==> src/rtl/disp_pkg.sv <==
// Shared seven-segment constants: segment bit positions and the active-low hex glyph table.
package disp_pkg;

  localparam int unsigned SEG_A   = 0;
  localparam int unsigned SEG_B   = 1;
  localparam int unsigned SEG_C   = 2;
  localparam int unsigned SEG_D   = 3;
  localparam int unsigned SEG_E   = 4;
  localparam int unsigned SEG_F   = 5;
  localparam int unsigned SEG_G   = 6;
  localparam int unsigned SEG_DP  = 7;
  localparam int unsigned GLYPH_W = 7;
  localparam int unsigned NIB_W   = 4;

  // Bit order g,f,e,d,c,b,a; 0 lights a segment. Entry 15 (F) is listed first.
  localparam logic [15:0][GLYPH_W-1:0] HEX_GLYPHS = {
    7'h0E, 7'h06, 7'h21, 7'h46, 7'h03, 7'h08, 7'h10, 7'h00,
    7'h78, 7'h02, 7'h12, 7'h19, 7'h30, 7'h24, 7'h79, 7'h40
  };

endpackage

==> src/rtl/seg_decoder.sv <==
// Combinational nibble to active-low seven-segment glyph lookup.
module seg_decoder
  import disp_pkg::*;
(
  input  logic [NIB_W-1:0]   nibble,
  output logic [GLYPH_W-1:0] glyph_c
);

  assign glyph_c = HEX_GLYPHS[nibble];

endmodule

==> src/rtl/disp_scan_mux.sv <==
// Time-multiplexed seven-segment driver: snapshots the display word on load and scans
// one digit per slot with blanking, blinking and leading-zero suppression.
module disp_scan_mux
  import disp_pkg::*;
#(
  parameter int unsigned DIGITS    = 8,
  parameter int unsigned SCAN_DIV  = 4,
  parameter int unsigned BLINK_DIV = 64
) (
  input  logic                    clk,
  input  logic                    rst,
  input  logic [NIB_W*DIGITS-1:0] hexs,
  input  logic [DIGITS-1:0]       points,
  input  logic [DIGITS-1:0]       blink,
  input  logic [DIGITS-1:0]       blank,
  input  logic                    lz_en,
  input  logic                    load,
  output logic [DIGITS-1:0]       an,
  output logic [7:0]              seg,
  output logic                    frame
);

  localparam int unsigned HEX_W = NIB_W * DIGITS;
  localparam int unsigned PRE_W = $clog2(SCAN_DIV);
  localparam int unsigned IDX_W = (DIGITS > 1) ? $clog2(DIGITS) : 1;
  localparam int unsigned BLK_W = (BLINK_DIV > 1) ? $clog2(BLINK_DIV) : 1;

  localparam logic [PRE_W-1:0] PRE_MAX = PRE_W'(SCAN_DIV - 1);
  localparam logic [IDX_W-1:0] IDX_MAX = IDX_W'(DIGITS - 1);
  localparam logic [BLK_W-1:0] BLK_MAX = BLK_W'(BLINK_DIV - 1);

  logic [HEX_W-1:0]   hexs_snap_q,   hexs_snap_d;
  logic [DIGITS-1:0]  points_snap_q, points_snap_d;
  logic [DIGITS-1:0]  blink_snap_q,  blink_snap_d;
  logic [DIGITS-1:0]  blank_snap_q,  blank_snap_d;
  logic [PRE_W-1:0]   presc_q,       presc_d;
  logic [IDX_W-1:0]   idx_q,         idx_d;
  logic [BLK_W-1:0]   blink_cnt_q,   blink_cnt_d;
  logic               phase_q,       phase_d;
  logic [DIGITS-1:0]  an_q,          an_d;
  logic [7:0]         seg_q,         seg_d;
  logic               frame_q,       frame_d;

  logic               slot_end_c;
  logic               frame_end_c;
  logic [DIGITS:0]    zero_from_c;
  logic [NIB_W-1:0]   nib_sel_c;
  logic               dp_sel_c;
  logic               blank_sel_c;
  logic               blink_sel_c;
  logic               lz_sel_c;
  logic [DIGITS-1:0]  an_sel_c;
  logic [GLYPH_W-1:0] glyph_c;

  // Snapshot capture; the captured value is forwarded so a load shows on the very next cycle.
  always_comb begin
    hexs_snap_d   = hexs_snap_q;
    points_snap_d = points_snap_q;
    blink_snap_d  = blink_snap_q;
    blank_snap_d  = blank_snap_q;
    if (load) begin
      hexs_snap_d   = hexs;
      points_snap_d = points;
      blink_snap_d  = blink;
      blank_snap_d  = blank;
    end
  end

  // Prescaler, digit index and frame-synchronous blink phase.
  always_comb begin
    presc_d     = presc_q + PRE_W'(1);
    idx_d       = idx_q;
    blink_cnt_d = blink_cnt_q;
    phase_d     = phase_q;
    slot_end_c  = (presc_q == PRE_MAX);
    frame_end_c = slot_end_c && (idx_q == IDX_MAX);
    if (slot_end_c) begin
      presc_d = '0;
      idx_d   = (idx_q == IDX_MAX) ? '0 : idx_q + IDX_W'(1);
    end
    if (frame_end_c) begin
      if (blink_cnt_q == BLK_MAX) begin
        blink_cnt_d = '0;
        phase_d     = ~phase_q;
      end else begin
        blink_cnt_d = blink_cnt_q + BLK_W'(1);
      end
    end
  end

  // Zero-prefix chain from the MSB digit down, then the per-slot digit mux.
  always_comb begin
    zero_from_c         = '0;
    zero_from_c[DIGITS] = 1'b1;
    for (int i = DIGITS; i > 0; i--) begin
      zero_from_c[i-1] = zero_from_c[i] && (hexs_snap_d[NIB_W*(i-1) +: NIB_W] == 4'h0);
    end
    nib_sel_c   = '0;
    dp_sel_c    = 1'b0;
    blank_sel_c = 1'b0;
    blink_sel_c = 1'b0;
    lz_sel_c    = 1'b0;
    an_sel_c    = '1;
    for (int i = 0; i < DIGITS; i++) begin
      if (idx_q == IDX_W'(i)) begin
        nib_sel_c   = hexs_snap_d[NIB_W*i +: NIB_W];
        dp_sel_c    = points_snap_d[i];
        blank_sel_c = blank_snap_d[i];
        blink_sel_c = blink_snap_d[i];
        lz_sel_c    = zero_from_c[i] && (i != 0);
        an_sel_c[i] = 1'b0;
      end
    end
  end

  seg_decoder u_seg_decoder (
    .nibble  (nib_sel_c),
    .glyph_c (glyph_c)
  );

  // Output stage: an off digit releases its anode; a suppressed digit keeps the anode and dp.
  always_comb begin
    an_d    = '1;
    seg_d   = 8'hFF;
    frame_d = frame_end_c;
    if (!(blank_sel_c || (blink_sel_c && phase_q))) begin
      an_d                 = an_sel_c;
      seg_d[SEG_DP]        = ~dp_sel_c;
      seg_d[SEG_DP-1:0]    = (lz_en && lz_sel_c) ? 7'h7F : glyph_c;
    end
  end

  always_ff @(posedge clk) begin
    if (rst) begin
      hexs_snap_q   <= '0;
      points_snap_q <= '0;
      blink_snap_q  <= '0;
      blank_snap_q  <= '0;
      presc_q       <= '0;
      idx_q         <= '0;
      blink_cnt_q   <= '0;
      phase_q       <= 1'b0;
      an_q          <= '1;
      seg_q         <= 8'hFF;
      frame_q       <= 1'b0;
    end else begin
      hexs_snap_q   <= hexs_snap_d;
      points_snap_q <= points_snap_d;
      blink_snap_q  <= blink_snap_d;
      blank_snap_q  <= blank_snap_d;
      presc_q       <= presc_d;
      idx_q         <= idx_d;
      blink_cnt_q   <= blink_cnt_d;
      phase_q       <= phase_d;
      an_q          <= an_d;
      seg_q         <= seg_d;
      frame_q       <= frame_d;
    end
  end

  assign an    = an_q;
  assign seg   = seg_q;
  assign frame = frame_q;

endmodule
==> config.mk <==
export PLATFORM = sky130hd
export DESIGN_NAME = disp_scan_mux
export DESIGN_NICKNAME = d
export VERILOG_FILES = /design/src/rtl/disp_pkg.sv /design/src/rtl/seg_decoder.sv /design/src/rtl/disp_scan_mux.sv
export SDC_FILE = /design/constraint.sdc
export NUM_CORES = 1
export LEC_CHECK = 0
export BUFFER_PORTS_ARGS = -buffer_cell sky130_fd_sc_hd__buf_2
export CAP_MARGIN = 10
export CORE_MARGIN = 2
export CORE_UTILIZATION = 50
export DETAILED_ROUTE_END_ITERATION = 6
export PLACE_DENSITY = 0.84
export SLEW_MARGIN = 10
export SYNTH_ARGS = -nofsm -noshare
export SYNTH_HDL_FRONTEND = slang
export SYNTH_SLANG_ARGS = --single-unit
==> constraint.sdc <==
create_clock -name clk -period 2.54 [get_ports clk]
set_input_delay 0.381 -clock clk [delete_from_list [all_inputs] [get_ports clk]]
set_output_delay 0.381 -clock clk [all_outputs]
set_load 0.03 [all_outputs]
==> out/qor.yml, run 1 <==
clkSlewWorstSetupHoldPaths_ns: 0.08
routed_via_density: 5.412
layout_min_cycle_time_ns: 2.531
grt_max_degree: 68
crit_type: "register to register"
postSynthAreaPerCell_um2: 9.428
p_per_area_mw_per_mm2: 612.1
p_leak_nw: 2.158
crit_path_max_fanout: 6
whs_path_depth: 3
netSwitchingPower_mw: 0.8942
cts_hold_buffers: 0
final_nets: 584
clock_sinks: 85
fmax_mhz: 395.1
hold_ws_ns: 0.2610
ioPinCount: 77
rows: 32
synth_area_mm2: 0.003931
p_comb_share_pct: 23.6
hold_class: "primary input to register"
ant_nets: 0
vias: 3339
synth.area.top_cells: "dfxtp_1 43%, mux2i_1 15%, nor2_1 7.2%, ha_1 4.5%, nand2_1 2.4%"
seq_power_share_pct: 48.7
syn_to_final_growth_pct: 23.62
power_mw: 2.975
clock_latency_ns: 0.35
wirelength_um: 9251
netlist_instances: 417
first_pass_iters: 5
antenna_found_initial: 0
die_h_um: 92.67
final_cells: 617
maxSlewViolCount: 0
status: "finished, final reports clean"
grt_setup_unrepaired: "true"
cp.required_ns: 2.76
grt_pass1_vias: 3219
yosysTopAreaCell: "dfxtp_1"
wire_per_inst_um: 14.99
finalHoldViolations: 0
place_hpwl_um: 6861
root_buffer: "clkbuf_8"
gp_congestion: 0.9036
crit_path_start_kind: "register"
yosysSeqAreaShare_pct: 43.28
period_share_pct: 99.65
fin_util_pct: 63.22
vdd_ir_drop_max_v: 0.0003115
internal_power_mw: 2.081
clkPwrFrac_pct: 27.7
fillers: 621
yosys_warnings: 0
maxSlewHeadroom_pct: 55.77
h-tree-depth: 3
core_area_mm2: 0.007687
async_flop_share_pct: 0
syn_nets: 491
grt_usage_pct: 21.07
ys_types: 55
cts_tree: "built"
synth-edff-count: 0
drc: 0
synth_top_flop_cell: "dfxtp_1"
finalSetupViolations: 0
grt_pass1_wl_um: 14450
start_util_pct: 51.14
place_inst: 598
tightest_slew_ns: 0.6634
cts_max_path_buffers: 2
drt-initial-drc-count: 200
grt-ovfl-total: 0
diodes: 0
dieArea_mm2: 0.008588
fin_setup_tns_ns: 0
dieWidth_um: 92.67
yosysMostFrequentCell: "dfxtp_1"
skew_ns: 0.01149
ys_ff_latch: 85
r2r_cells: 13
numCtsBuffers: 9
max-cap-violations: 0
p_sw_share_pct: 30.06
synth_top_area_share_pct: 43.28
synth_common_cells: "85 x dfxtp_1, 75 x nor2_1, 58 x mux2i_1"
worstPathArrival_ns: 2.75
io_buffers: 76
drive_gt1_share_pct: 29.90
cp-end-kind: "register"
==> flip-flops by register name, summed over array words and instances, names as in the netlist <==
| name | count |
|---|---|
| idx_q | 3 |
| presc_q | 2 |
| blank_snap_q | 8 |
| blink_snap_q | 8 |
| blink_cnt_q | 6 |
| points_snap_q | 8 |
| seg | 8 |
| an | 8 |
| phase_q | 1 |
| frame | 1 |
| hexs_snap_q | 32 |
==> worst paths after layout <==
path              slack [ns]         end       start
setup / recovery       0.009      seg[5]    idx_q[0]
hold / removal          0.26       an[7]         rst
setup reg to reg       0.009      seg[5]    idx_q[0]
hold reg to reg         0.44  presc_q[0]  presc_q[0]
==> final cells by class <==
cell class	instances	area (µm²)	area share, %
Clock buffer	11	131.4	2.703
Clock inverter	5	35.03	0.7209
Inverter	9	38.79	0.7981
Multi-Input combinational cell	299	2202	45.31
Sequential cell	85	1709	35.17
Tap cell	102	127.6	2.626
Timing Repair Buffer	106	615.6	12.67
==> per-layer routing <==
layer / track usage, % / vias to the layer above / wire length [µm]
met3: 3.499 / 16 / 546
li1: - / 1652 / -
met2: 37.04 / 111 / 4646
met4: 7.843 / 0 / 149
met5: 0 / - / 0
met1: 25.91 / 1560 / 3908
==> cell usage in the layout (no fill, tap or decap), types with 4 or more instances in the layout <==
cell and instances:
a21oi_1 12, a22oi_1 4, a31oi_1 4, and3_1 4
buf_2 75, buf_4 29, clkbuf_8 9, dfxtp_1 83
ha_1 4, ha_4 8, inv_1 4, mux2i_1 58
nand2_1 25, nand2b_1 4, nand3_1 8, nor2_1 75
nor2b_1 6, nor3_1 4, nor4_1 6, o211ai_1 4
o21ai_0 11, o22ai_1 4
==> power by group through the flow <==
stage	Combinational, mW	Sequential, mW	Clock, mW
after floorplan	0.389	1.54	0
after global placement	0.615	1.48	0
after detailed placement	0.632	1.48	0
after CTS	0.641	1.45	0.838
after global routing	0.763	1.46	0.890
final	0.702	1.45	0.825
==> critical path, cell delays in order (launching register included) <==
cell      delay [ns]
dfxtp_4         0.38
inv_4           0.08
ha_4            0.16
or2b_1          0.27
o22ai_2         0.21
a21oi_2         0.08
o221a_4         0.29
a221oi_4        0.23
inv_2           0.12
ha_4            0.18
inv_2           0.05
nor2_1          0.05
a21oi_1         0.17
o221ai_1        0.13
==> timing repair <==
item                                    in CTS  in global routing
gates resized for setup                      6                 27
pin swaps                                    1                 14
endpoints found under the setup margin       5                  6
hold endpoints to repair                     0                  0
buffers inserted                             1                  2
==> kinds of logic (layout without fill, tap and decap cells) <==
kind of cell               after synthesis  in the layout  synth area share, %
adders and majority gates               14             14                4.456
buffers and inverters                   33            131                4.774
AOI/OAI and AO/OA                       71             71                13.18
muxes                                   62             62                16.10
DFF                                     85             85                43.28
and+or+nand+nor                        146            146                16.87
xor gates and xnor gates                 6              6                1.337
==> metrics by stage <==
step	instance area, µm²	setup slack (ns)
finish	4860	0.009013
global route	4860	-0.1300
CTS	4708	0.001916
detailed placement	4512	-0.07331
global placement	4512	0.01375
floorplan	3956	-0.001877
Note: power is estimated with default switching activity, not from simulation.
==> run 2: changes to the inputs <==
- GPL_TIMING_DRIVEN: default -> 0
==> run 2 against run 1 <==
  * Sequential power is essentially flat
  * Critical endpoint is now seg[3]
  * Via count up 5.1%
  * Critical path depth is 1 lower
  * Setup slack worse by 0.0097 ns
  * Register-to-register slack about the same
  * Largest cell class unchanged
  * Wire length up 11%
  * Total power increased by 7.6%
  * The flow now finishes with violations (setup timing)
  * Critical path type unchanged
  * Cell count decreased by 0.32%
  * Sequential cell count unchanged
==> out/qor.yml, run 2 (synthesis gave the netlist of run 1 again) <==
fin_setup_tns_ns: -0.0006548
ant_nets: 0
core_area_mm2: 0.007687
max-cap-violations: 0
cts_tree: "built"
crit_path_max_fanout: 6
die_h_um: 92.67
fin_util_pct: 63.93
whs_path_depth: 3
gp_congestion: 0.8732
seq_power_share_pct: 45.3
r2r_cells: 12
h-tree-depth: 3
p_sw_share_pct: 29.12
worstPathArrival_ns: 2.81
met1_length_um: 4157
dieWidth_um: 92.67
grt_max_degree: 14
drt-initial-drc-count: 250
drc: 0
ioPinCount: 77
routed_via_density: 5.704
root_buffer: "clkbuf_8"
syn_to_final_growth_pct: 25.02
grt_setup_unrepaired: "true"
finalHoldViolations: 0
grt-ovfl-total: 0
grt_usage_pct: 24.23
largest_register_ffs: 32
clkSlewWorstSetupHoldPaths_ns: 0.09
final_common_cell: "dfxtp_1"
power_mw: 3.200
p_leak_nw: 2.149
place_ws_ns: -0.3866
status: "complete, but fails checks"
maxSlewHeadroom_pct: 62.33
vias: 3508
violations: "setup timing"
cts_max_path_buffers: 2
final_nets: 582
p_comb_share_pct: 22.6
period_share_pct: 100.0
p_per_area_mw_per_mm2: 651.0
grt_pass1_vias: 3497
dieArea_mm2: 0.008588
place_inst: 594
cts_hold_buffers: 0
layout_min_cycle_time_ns: 2.541
final_cells: 615
cp-end-kind: "register"
top_register: "hexs_snap_q"
place_hpwl_um: 7228
rows: 32
netSwitchingPower_mw: 0.9318
fmax_mhz: 393.6
drive_gt1_share_pct: 29.43
cp.required_ns: 2.80
diodes: 0
clock_sinks: 85
skew_ns: 0.01042
grt_pass1_wl_um: 16260
io_buffers: 75
crit_type: "register to register"
first_pass_iters: 5
maxSlewViolCount: 0
wirelength_um: 10260
tightest_slew_ns: 0.5650
clkPwrFrac_pct: 32.1
clock_latency_ns: 0.37
wl_met2_um: 4966
wire_per_inst_um: 16.68
antenna_found_initial: 0
numCtsBuffers: 9
vdd_ir_drop_max_v: 0.0003134
crit_path_start_kind: "register"
fin_ws_ns: -0.0006548
start_util_pct: 51.14
finalSetupViolations: 1
internal_power_mw: 2.268
top_layer_used: "met4"
hold_class: "primary input to register"
most-common-layout-cells: "82 x dfxtp_1, 77 x buf_2, 73 x nor2_1"
wl_met3_um: 823
==> run 2: final cells by class <==
type                            instances  area (µm²)
Timing Repair Buffer                   83       439.2
Inverter                                9       38.79
Fill cell                             611        2773
Multi-Input combinational cell        299        2226
Clock buffer                           13       168.9
Buffer                                 21       158.9
Clock inverter                          3       42.54
Tap cell                              102       127.6
Sequential cell                        85        1713
==> run 2: metrics by stage <==
step | hold slack, ns | cell area [µm²]
6_report | 0.2684 | 4915
5_1_grt | 0.2793 | 4915
4_1_cts | 0.2620 | 4821
3_5_place_dp | 0.4326 | 4459
3_3_place_gp | 0.4136 | 4459
2_1_floorplan | 0.4043 | 3956
==> run 2: final timing paths <==
path,start,endpoint,slack (ns)
hold reg to reg,presc_q[0],presc_q[0],0.44
setup reg to reg,idx_q[0],seg[3],-0.0007
setup / recovery,idx_q[0],seg[3],-0.0007
hold / removal,blank[5],blank_snap_q[5],0.27
==> run 2: critical path, cell delays in order (launching register included) <==
cell and delay (ns):
dfxtp_4 0.42, inv_4 0.06, ha_4 0.18, and2_4 0.14, or3_4 0.43, a21oi_4 0.15
o221a_4 0.23, a221oi_4 0.04, buf_6 0.16, ha_2 0.18, mux2_4 0.25, mux2i_1 0.12
nand2_1 0.07
==> run 2: power groups by stage <==
stage / sequential, mW / combinational, mW / clock, mW
4_1_cts: 1.45 / 0.680 / 1.03
3_3_place_gp: 1.48 / 0.608 / 0
5_1_grt: 1.46 / 0.781 / 1.09
6_report: 1.45 / 0.724 / 1.03
3_5_place_dp: 1.48 / 0.628 / 0
2_1_floorplan: 1.54 / 0.389 / 0
==> run 2: what timing repair did <==
item | in CTS | in global routing
gates resized for setup | 27 | 19
setup endpoints to repair | 7 | 6
pin swaps | 7 | 8
setup buffers | 6 | 2
==> run 2: layer usage <==
metal / track usage, % / vias up
met3: 6.509 / 39
met5: 0 / -
met4: 9.804 / 0
met1: 29.03 / 1642
met2: 41.24 / 173
li1: - / 1654
